**config.mk**
```make
export PLATFORM = sky130hd
export DESIGN_NAME = tt_sweep_capture_flat
export DESIGN_NICKNAME = d
export VERILOG_FILES = /design/src/rtl/tt_sweep_capture_if.sv /design/src/rtl/tt_sweep_capture.sv /design/src/flat_wrapper.sv
export SDC_FILE = /design/constraint.sdc
export NUM_CORES = 1
export LEC_CHECK = 0
export CAP_MARGIN = 20
export CELL_PAD_IN_SITES_DETAIL_PLACEMENT = 1
export CELL_PAD_IN_SITES_GLOBAL_PLACEMENT = 2
export CORE_UTILIZATION = 35
export CTS_BUF_LIST = sky130_fd_sc_hd__clkbuf_8
export DETAILED_ROUTE_END_ITERATION = 7
export PLACE_DENSITY_LB_ADDON = 0.25
export SYNTH_ARGS = -nofsm -noshare
export SYNTH_HDL_FRONTEND = slang
export SYNTH_SLANG_ARGS = --single-unit
```
**constraint.sdc**
```tcl
create_clock -name clk -period 4.94 [get_ports clk]
set_clock_uncertainty 0.05 [all_clocks]
set_input_delay 0.988 -clock clk [delete_from_list [all_inputs] [get_ports clk]]
set_output_delay 0.988 -clock clk [all_outputs]
set_load 0.01 [all_outputs]
```
**src/rtl/tt_sweep_capture_if.sv**
```systemverilog
// Signal bundle between the truth-table sweeper and its driver/observer.
// The netlist output y0 is carried here because the sweeper samples it.
interface tt_sweep_capture_if;
   logic        start;
   logic [15:0] expected_tt;
   logic [3:0]  x;
   logic        y0;
   logic        busy;
   logic        done;
   logic [15:0] tt;
   logic        match;
   logic [4:0]  mismatch_cnt;
   logic [3:0]  first_fail;
   logic        first_fail_valid;

   modport master (
      output start, expected_tt, y0,
      input  x, busy, done, tt, match, mismatch_cnt, first_fail, first_fail_valid
   );

   modport slave (
      input  start, expected_tt, y0,
      output x, busy, done, tt, match, mismatch_cnt, first_fail, first_fail_valid
   );
endinterface

```
**src/rtl/tt_sweep_capture.sv**
```systemverilog
// Sweeps all 16 minterms of a 4-input netlist, captures its truth table and
// compares it bit-by-bit with a golden table captured at start.
module tt_sweep_capture #(
   parameter int unsigned SETTLE = 1
) (
   input logic               clk,
   input logic               rst,
   tt_sweep_capture_if.slave bus
);

   if (SETTLE < 1 || SETTLE > 15) begin : g_bad_settle
      $error("tt_sweep_capture: SETTLE must be in 1..15");
   end

   typedef enum logic [1:0] {
      IDLE  = 2'd0,
      SWEEP = 2'd1,
      DONE  = 2'd2
   } state_t;

   localparam logic [3:0] SC_LAST = 4'(SETTLE - 1);

   state_t      state_q, state_d;
   logic [3:0]  x_q, x_d;
   logic [3:0]  sc_q, sc_d;
   logic [15:0] exp_q, exp_d;
   logic [15:0] tt_q, tt_d;
   logic        busy_q, busy_d;
   logic        done_q, done_d;
   logic        match_q, match_d;
   logic [4:0]  cnt_q, cnt_d;
   logic [3:0]  ff_q, ff_d;
   logic        ffv_q, ffv_d;

   // NOTE: every variable gets a default before the case so no path through
   // the block leaves one unassigned; otherwise synthesis infers a latch.
   always_comb begin
      state_d = state_q;
      x_d     = x_q;
      sc_d    = sc_q;
      exp_d   = exp_q;
      tt_d    = tt_q;
      busy_d  = busy_q;
      done_d  = 1'b0;
      match_d = match_q;
      cnt_d   = cnt_q;
      ff_d    = ff_q;
      ffv_d   = ffv_q;

      unique case (state_q)
         IDLE: begin
            x_d    = 4'd0;
            busy_d = 1'b0;
            if (bus.start) begin
               exp_d   = bus.expected_tt;
               tt_d    = 16'd0;
               cnt_d   = 5'd0;
               ff_d    = 4'd0;
               ffv_d   = 1'b0;
               match_d = 1'b0;
               sc_d    = 4'd0;
               busy_d  = 1'b1;
               state_d = SWEEP;
            end
         end

         SWEEP: begin
            if (sc_q == SC_LAST) begin
               sc_d       = 4'd0;
               tt_d[x_q]  = bus.y0;
               if (bus.y0 != exp_q[x_q]) begin
                  cnt_d = cnt_q + 5'd1;
                  if (!ffv_q) begin
                     ff_d  = x_q;
                     ffv_d = 1'b1;
                  end
               end
               if (x_q == 4'd15) begin
                  // Final sample: results freeze here, x parks at 0 for DONE.
                  x_d     = 4'd0;
                  busy_d  = 1'b0;
                  done_d  = 1'b1;
                  match_d = (cnt_d == 5'd0);
                  state_d = DONE;
               end else begin
                  x_d = x_q + 4'd1;
               end
            end else begin
               sc_d = sc_q + 4'd1;
            end
         end

         DONE: begin
            x_d     = 4'd0;
            busy_d  = 1'b0;
            state_d = IDLE;
         end

         default: begin
            x_d     = 4'd0;
            busy_d  = 1'b0;
            state_d = IDLE;
         end
      endcase
   end

   // NOTE: state registers use non-blocking assignments so every flop samples
   // its pre-edge value, independent of statement order.
   always_ff @(posedge clk or posedge rst) begin
      if (rst) begin
         state_q <= IDLE;
         x_q     <= 4'd0;
         sc_q    <= 4'd0;
         exp_q   <= 16'd0;
         tt_q    <= 16'd0;
         busy_q  <= 1'b0;
         done_q  <= 1'b0;
         match_q <= 1'b0;
         cnt_q   <= 5'd0;
         ff_q    <= 4'd0;
         ffv_q   <= 1'b0;
      end else begin
         state_q <= state_d;
         x_q     <= x_d;
         sc_q    <= sc_d;
         exp_q   <= exp_d;
         tt_q    <= tt_d;
         busy_q  <= busy_d;
         done_q  <= done_d;
         match_q <= match_d;
         cnt_q   <= cnt_d;
         ff_q    <= ff_d;
         ffv_q   <= ffv_d;
      end
   end

   assign bus.x                = x_q;
   assign bus.busy             = busy_q;
   assign bus.done             = done_q;
   assign bus.tt               = tt_q;
   assign bus.match            = match_q;
   assign bus.mismatch_cnt     = cnt_q;
   assign bus.first_fail       = ff_q;
   assign bus.first_fail_valid = ffv_q;

endmodule
```
**src/flat_wrapper.sv**
```systemverilog
// flat-port wrapper written by rule: the top's interface ports become plain ports
module tt_sweep_capture_flat 
#(
   parameter int unsigned SETTLE = 1
)
  (clk, rst, bus_start, bus_expected_tt, bus_y0, bus_x, bus_busy, bus_done, bus_tt, bus_match, bus_mismatch_cnt, bus_first_fail, bus_first_fail_valid);
  tt_sweep_capture_if bus_i ();
  input logic clk;
  input logic rst;
  input wire logic [$bits(bus_i.start)-1:0] bus_start;
  input wire logic [$bits(bus_i.expected_tt)-1:0] bus_expected_tt;
  input wire logic [$bits(bus_i.y0)-1:0] bus_y0;
  output wire logic [$bits(bus_i.x)-1:0] bus_x;
  output wire logic [$bits(bus_i.busy)-1:0] bus_busy;
  output wire logic [$bits(bus_i.done)-1:0] bus_done;
  output wire logic [$bits(bus_i.tt)-1:0] bus_tt;
  output wire logic [$bits(bus_i.match)-1:0] bus_match;
  output wire logic [$bits(bus_i.mismatch_cnt)-1:0] bus_mismatch_cnt;
  output wire logic [$bits(bus_i.first_fail)-1:0] bus_first_fail;
  output wire logic [$bits(bus_i.first_fail_valid)-1:0] bus_first_fail_valid;
  assign bus_i.start = bus_start;
  assign bus_i.expected_tt = bus_expected_tt;
  assign bus_i.y0 = bus_y0;
  assign bus_x = bus_i.x;
  assign bus_busy = bus_i.busy;
  assign bus_done = bus_i.done;
  assign bus_tt = bus_i.tt;
  assign bus_match = bus_i.match;
  assign bus_mismatch_cnt = bus_i.mismatch_cnt;
  assign bus_first_fail = bus_i.first_fail;
  assign bus_first_fail_valid = bus_i.first_fail_valid;
  tt_sweep_capture #(.SETTLE(SETTLE)) u_core (.clk(clk), .rst(rst), .bus(bus_i));
endmodule
```
==> results.json, run 1 <==
{
  "outcome": "completed",
  "cts.path.max_buffers": 2,
  "min_period_ns": 2.77,
  "hold_path_class": "reg2reg",
  "placed_area_um2": 3350,
  "fmaxAchievable_ghz": 0.361,
  "vdd_drop_max_uv": 156,
  "grt_antenna_before_repair": 0,
  "crit_family": "flip-flops",
  "diodes": 0,
  "syn_area_um2": 2760,
  "clk-insertion-delay-late_ns": 0.30,
  "dp.cells": 432,
  "finalCritPeriodShare_pct": 56.0,
  "power_leakage_nw": 1.62,
  "hpwl_mm": 4.73,
  "crit_required_ns": 3.90,
  "cts-htree-levels": 2,
  "ys.flop_type": "dfrtp_1",
  "ant_nets": 0,
  "area_delta_synth_final_pct": 26.3,
  "postSynthCellCount": 293,
  "fin_cells": 441,
  "pin_count": 53,
  "globalRoute.totalOverflow": 0,
  "synth_nets": 320,
  "grt_pass1_vias": 2366,
  "drtIter0Drc": 122,
  "place_congestion": 0.770,
  "final_cell_mix": "nand2_1 (72), dfrtp_1 (55), clkdlybuf4s50_1 (52), nand3_1 (23), o21ai_0 (19)",
  "cts_hold_buf": 0,
  "synth.area.top_cells": "dfrtp_1 (50%), nand2_1 (9.8%), mux2i_1 (4.7%), nand3_1 (4.2%), o21ai_0 (3.5%)",
  "synth_top_cell_by_area": "dfrtp_1",
  "cts_tree": "built",
  "fillers": 872,
  "cts_setup_buffers": 0,
  "drive_gt1_share_pct": 7.60,
  "fin_setup_tns_ns": 0,
  "synth_edf_count": 0,
  "drt-pass1-iter-count": 4,
  "multiInputGateArea_um2": 1270,
  "grtUsageTotal_pct": 17.6,
  "viasPerCell": 5.07,
  "design.core.area_um2": 7450,
  "ys_seq_area_share_pct": 50.0,
  "yosysWarnings": 0,
  "start_util_pct": 37.0,
  "ys_async_sr_fraction_pct": 100,
  "p_per_area_nw_per_um2": 581,
  "setup_viol": 0,
  "slew_headroom_pct": 53.7,
  "netlist.area_leader.share_pct": 50.0,
  "drc": 0,
  "dieWidth_um": 90.7,
  "design_area_um2": 3480,
  "hold_violations": 0,
  "slew_viol_final": 0,
  "path_clk_slew_ns": 0.09,
  "grt_pass1_wl_mm": 11.7,
  "regArea_um2": 1380,
  "wl_mm": 6.51,
  "syn_avg_cell_area_um2": 9.40,
  "final_common_cell": "nand2_1",
  "vias": 2235,
  "num_rows": 31,
  "numCtsBuffers": 5,
  "worst_pin_slew_ns": 0.695,
  "endpoint_kind": "output port",
  "cp_cell_sequence": "clkdlybuf4s50_1",
  "die-height_um": 90.7,
  "arrival_ns": 1.73,
  "rsz0062_at_grt": "false",
  "cap_violations": 0,
  "critPathBufInv": 1,
  "cp_max_fo": 17,
  "grt_start_max_net_pins": 35,
  "yosysUniqueCellTypes": 46,
  "cpPeakStageDelay_ns": 0.77,
  "path_class": "reg2out",
  "cts_root_buffer": "clkbuf_8",
  "wl_per_cell_um": 14.8,
  "synth_seq_cells": 55,
  "io_buffers": 52,
  "cts_resized": 0,
  "cp_slowest_cell": "dfrtp_1",
  "worst_setup_path_start_kind": "flop",
  "dieArea_um2": 8230,
  "nets": 368,
  "cts_sinks": 55,
  "whs_ns": 0.429
}
[state kept, by name, summed over array words and instances, names as in the netlist, 2 cells and up]
signal / count
u_core.bus.tt: 16
u_core.exp_q: 16
u_core.bus.mismatch_cnt: 5
u_core.bus.first_fail: 4
u_core.bus.x: 4
u_core.sc_q: 4
u_core.state_q: 2
[metal layers]
| metal | vias up | global-route usage [%] | routed length (um) |
|---|---|---|---|
| met5 | - | 0 | 0 |
| met4 | 0 | 4.30 | 68 |
| met3 | 9 | 2.86 | 197 |
| met2 | 51 | 30.1 | 3150 |
| met1 | 1075 | 23.0 | 3090 |
| li1 | 1100 | - | - |
[stage by stage]
step	power, mW	utilization (%)	setup slack (ns)
after floorplan	1.36	-	2.56
after global placement	1.72	45.0	1.95
after detailed placement	1.74	45.0	1.85
after CTS	2.06	46.6	2.12
after global routing	2.20	46.7	1.95
final	2.02	46.7	2.17
[worst paths after layout]
path,to,from,depth (start not counted),slack (ns)
max,bus_x[3],u_core.bus.x[3]$_DFFE_PP0N_,1,2.17
min,u_core.exp_q[5]$_DFFE_PP0P_,u_core.exp_q[5]$_DFFE_PP0P_,2,0.43
max reg2reg,u_core.bus.tt[8]$_DFFE_PP0P_,u_core.sc_q[0]$_DFFE_PP0P_,8,2.29
min reg2reg,u_core.exp_q[5]$_DFFE_PP0P_,u_core.exp_q[5]$_DFFE_PP0P_,2,0.43
max in group asynchronous,u_core.state_q[0]$_DFFE_PP0P_,rst,3,3.03
min in group asynchronous,u_core.bus.match$_DFFE_PP0P_,rst,2,1.00
[synth_stat cells, types with 2 or more instances]
library cell,count
a21o_1,3
a21oi_1,4
a22o_1,2
a31oi_1,5
a32o_1,4
and3_1,2
buf_4,2
clkbuf_1,10
dfrtp_1,55
ha_1,7
inv_1,11
mux2_2,2
mux2i_1,13
nand2_1,72
nand2b_1,3
nand3_1,23
nand3_2,2
nand4_1,4
nor2_1,18
nor2b_1,3
nor3_1,2
o211ai_1,3
o21ai_0,19
xor2_1,2
[cell families after synthesis]
| group | after synthesis | share of synthesized area, % |
|---|---|---|
| buffers and inverters | 25 | 3.95 |
| xor gates and xnor gates | 3 | 0.954 |
| DFF | 55 | 50.0 |
| muxes | 17 | 7.17 |
| adders and majority gates | 7 | 3.18 |
| AOI/OAI and AO/OA | 49 | 11.9 |
| and+or+nand+nor | 137 | 22.9 |
[power breakdown]
part	switching [mW]	total [mW]	internal [mW]
Combinational	0.465	0.930	0.465
Sequential	0.168	0.784	0.616
Clock	0.144	0.309	0.164
Total	0.778	2.02	1.25
[final cells by class]
| type | instances | share of cell area (%) |
|---|---|---|
| tap | 99 | 3.56 |
| clock buffer | 6 | 2.37 |
| sequential | 55 | 39.5 |
| timing repair buffer | 55 | 15.7 |
| inverter | 11 | 1.19 |
| multi-input combinational | 213 | 36.6 |
| clock inverter | 2 | 1.01 |
(Power assumes the default switching activity.)
==> run 2, diff against run 1 <==
- CORE_UTILIZATION: 35 -> 33
- clock period: 4.94 -> 2.7 ns (I/O delays scaled with it)
==> run 2 against run 1 <==
  * Critical endpoint is now u_core.bus.mismatch_cnt[4]$_DFFE_PP0P_
  * Die area is 5.9% higher
  * Via count is 2.3% higher
  * Non-clock buffer count is 9 higher
  * Largest cell class unchanged
  * Final cell count is 2.3% higher
  * Highest routed layer unchanged
  * Routed wire length is 4.0% higher
  * Register-to-register slack worse by 2.0 ns
  * Critical path type is now reg2reg
==> results.json, run 2 (synthesis results as in run 1) <==
{
  "grt_pass1_vias": 2369,
  "place_congestion": 0.793,
  "r2r_setup_slack_ns": 0.26,
  "cts.path.max_buffers": 2,
  "switching_share_pct": 39.6,
  "min_path_cells": 2,
  "rr_startpoint": "u_core.bus.x[1]$_DFFE_PP0N_",
  "finalCritPeriodShare_pct": 90.5,
  "p_switching_mw": 1.44,
  "setup_viol": 0,
  "fmaxAchievable_ghz": 0.409,
  "ant_nets": 0,
  "clk-insertion-delay-late_ns": 0.30,
  "globalRoute.totalOverflow": 0,
  "slew_viol_final": 0,
  "cell_internal_pwr_mw": 2.18,
  "clkPwrFrac_pct": 11.8,
  "cp_max_fo": 15,
  "final_common_cell": "nand2_1",
  "area_delta_synth_final_pct": 27.6,
  "path_clk_slew_ns": 0.09,
  "critPathBufInv": 0,
  "cts_root_buffer": "clkbuf_8",
  "path_class": "reg2reg",
  "grt_pass1_wl_mm": 11.7,
  "whs_ns": 0.430,
  "fillers": 911,
  "wl_met3_um": 153,
  "cap_violations": 0,
  "hpwl_mm": 5.14,
  "reg2regPathDepth": 6,
  "final_cell_mix": "nand2_1 (72), dfrtp_1 (55), clkdlybuf4s50_1 (52), nand3_1 (23), o21ai_0 (19)",
  "pin_count": 53,
  "cp_slowest_cell": "dfrtp_1",
  "nets": 377,
  "top_layer": "met4",
  "vdd_drop_max_uv": 293,
  "dieArea_um2": 8720,
  "drive_gt1_share_pct": 9.17,
  "drt-pass1-iter-count": 4,
  "min_period_ns": 2.44,
  "min_from": "u_core.exp_q[8]$_DFFE_PP0P_",
  "slew_headroom_pct": 64.1,
  "drc": 0,
  "wl_mm": 6.77,
  "cts_tree": "built",
  "hold_end": "u_core.exp_q[8]$_DFFE_PP0P_",
  "crit_family": "compound AO/OA/AOI/OAI gates",
  "cp_cell_sequence": "mux2_2 -> o22ai_1 -> o211ai_1 -> a31oi_1 -> o21ai_1 -> a22o_1",
  "pwr-share-seq_pct": 39.3,
  "grt_antenna_before_repair": 0,
  "p_per_area_nw_per_um2": 1030,
  "grt_start_max_net_pins": 26,
  "grtUsageTotal_pct": 17.2,
  "regArea_um2": 1380,
  "viasPerCell": 5.07,
  "fin_setup_tns_ns": 0,
  "cts-htree-levels": 2,
  "cpPeakStageDelay_ns": 0.69,
  "multiInputGateArea_um2": 1270,
  "arrival_ns": 2.59,
  "pre_cts_slack_ns": 0.242,
  "cts_hold_buf": 0,
  "hold_violations": 0,
  "numCtsBuffers": 5,
  "wl_met1_mm": 3.14,
  "worst_setup_path_start_kind": "flop",
  "outcome": "completed",
  "cts_resized": 0,
  "comb_power_share_pct": 48.9,
  "design.core.area_um2": 7890,
  "cts_setup_buffers": 0,
  "start_util_pct": 34.9,
  "vias": 2286,
  "r2r-end": "u_core.bus.mismatch_cnt[4]$_DFFE_PP0P_",
  "crit_required_ns": 2.85,
  "drtIter0Drc": 85,
  "wl_per_cell_um": 15.0,
  "rsz0062_at_grt": "false",
  "cts_sinks": 55,
  "power_leakage_nw": 1.64,
  "utilization_pct": 44.6,
  "wl_met2_mm": 3.42,
  "die-height_um": 93.4,
  "worst_pin_slew_ns": 0.538,
  "hold_path_class": "reg2reg",
  "dieWidth_um": 93.4,
  "io_buffers": 52,
  "endpoint_kind": "flop",
  "num_rows": 32,
  "setup_slack_ns": 0.257,
  "diodes": 0
}
[run 2: cell count changes in the layout (fill, tap and decap cells not counted)]
| cell | before | now |
|---|---|---|
| buf_4 | 2 | 11 |
| buf_12 | 0 | 1 |
| buf_6 | 1 | 0 |
| bufinv_16 | 1 | 0 |
| clkbuf_8 | 6 | 5 |
| clkinv_2 | 1 | 0 |
| inv_1 | 10 | 11 |
[run 2: worst max-delay path by stage]
stage	start	endpoint	slack, ns	cells past startpoint
floorplan	u_core.bus.x[1]$_DFFE_PP0N_	u_core.bus.mismatch_cnt[4]$_DFFE_PP0P_	0.44	7
global placement	bus_y0	u_core.bus.mismatch_cnt[4]$_DFFE_PP0P_	0.27	5
global route	u_core.bus.x[1]$_DFFE_PP0N_	u_core.bus.mismatch_cnt[4]$_DFFE_PP0P_	0.14	6
detailed placement	bus_y0	u_core.bus.match$_DFFE_PP0P_	0.24	5
finish	u_core.bus.x[1]$_DFFE_PP0N_	u_core.bus.mismatch_cnt[4]$_DFFE_PP0P_	0.26	6
CTS	u_core.bus.x[1]$_DFFE_PP0N_	u_core.bus.match$_DFFE_PP0P_	0.26	6
[run 2: per-layer routing]
metal	vias up	GRT usage, %
li1	1115	-
met1	1128	22.2
met2	37	30.3
met3	6	2.68
met4	0	3.85
met5	-	0
[run 2: tightest hold or removal path: cells and delay by family (launching register included)]
| family | cells | cell delay (ns) |
|---|---|---|
| and+or+nand+nor | 2 | 0.10 |
| DFF | 1 | 0.35 |
[run 2: layout make-up]
type / instances / share of cell area (%)
Sequential cell: 55 / 39.1
Tap cell: 102 / 3.63
Clock inverter: 1 / 0.107
Clock buffer: 5 / 1.96
Multi-Input combinational cell: 213 / 36.3
Inverter: 11 / 1.17
Timing Repair Buffer: 64 / 17.7
[run 2: power groups by stage]
stage / Combinational [mW] / Sequential (mW) / Clock [mW]
detailed placement: 1.79 / 1.45 / 0
floorplan: 1.09 / 1.41 / 0
global placement: 1.76 / 1.44 / 0
finish: 1.77 / 1.42 / 0.427
CTS: 1.80 / 1.43 / 0.444
global route: 1.97 / 1.48 / 0.473
[run 2: through the flow]
stage	instances	power, mW	area (um2)
after detailed placement	445	3.25	3440
after global routing	451	3.92	3520
final	451	3.62	3520
after CTS	451	3.67	3520
after global placement	445	3.20	3440
after floorplan	293	2.50	2760
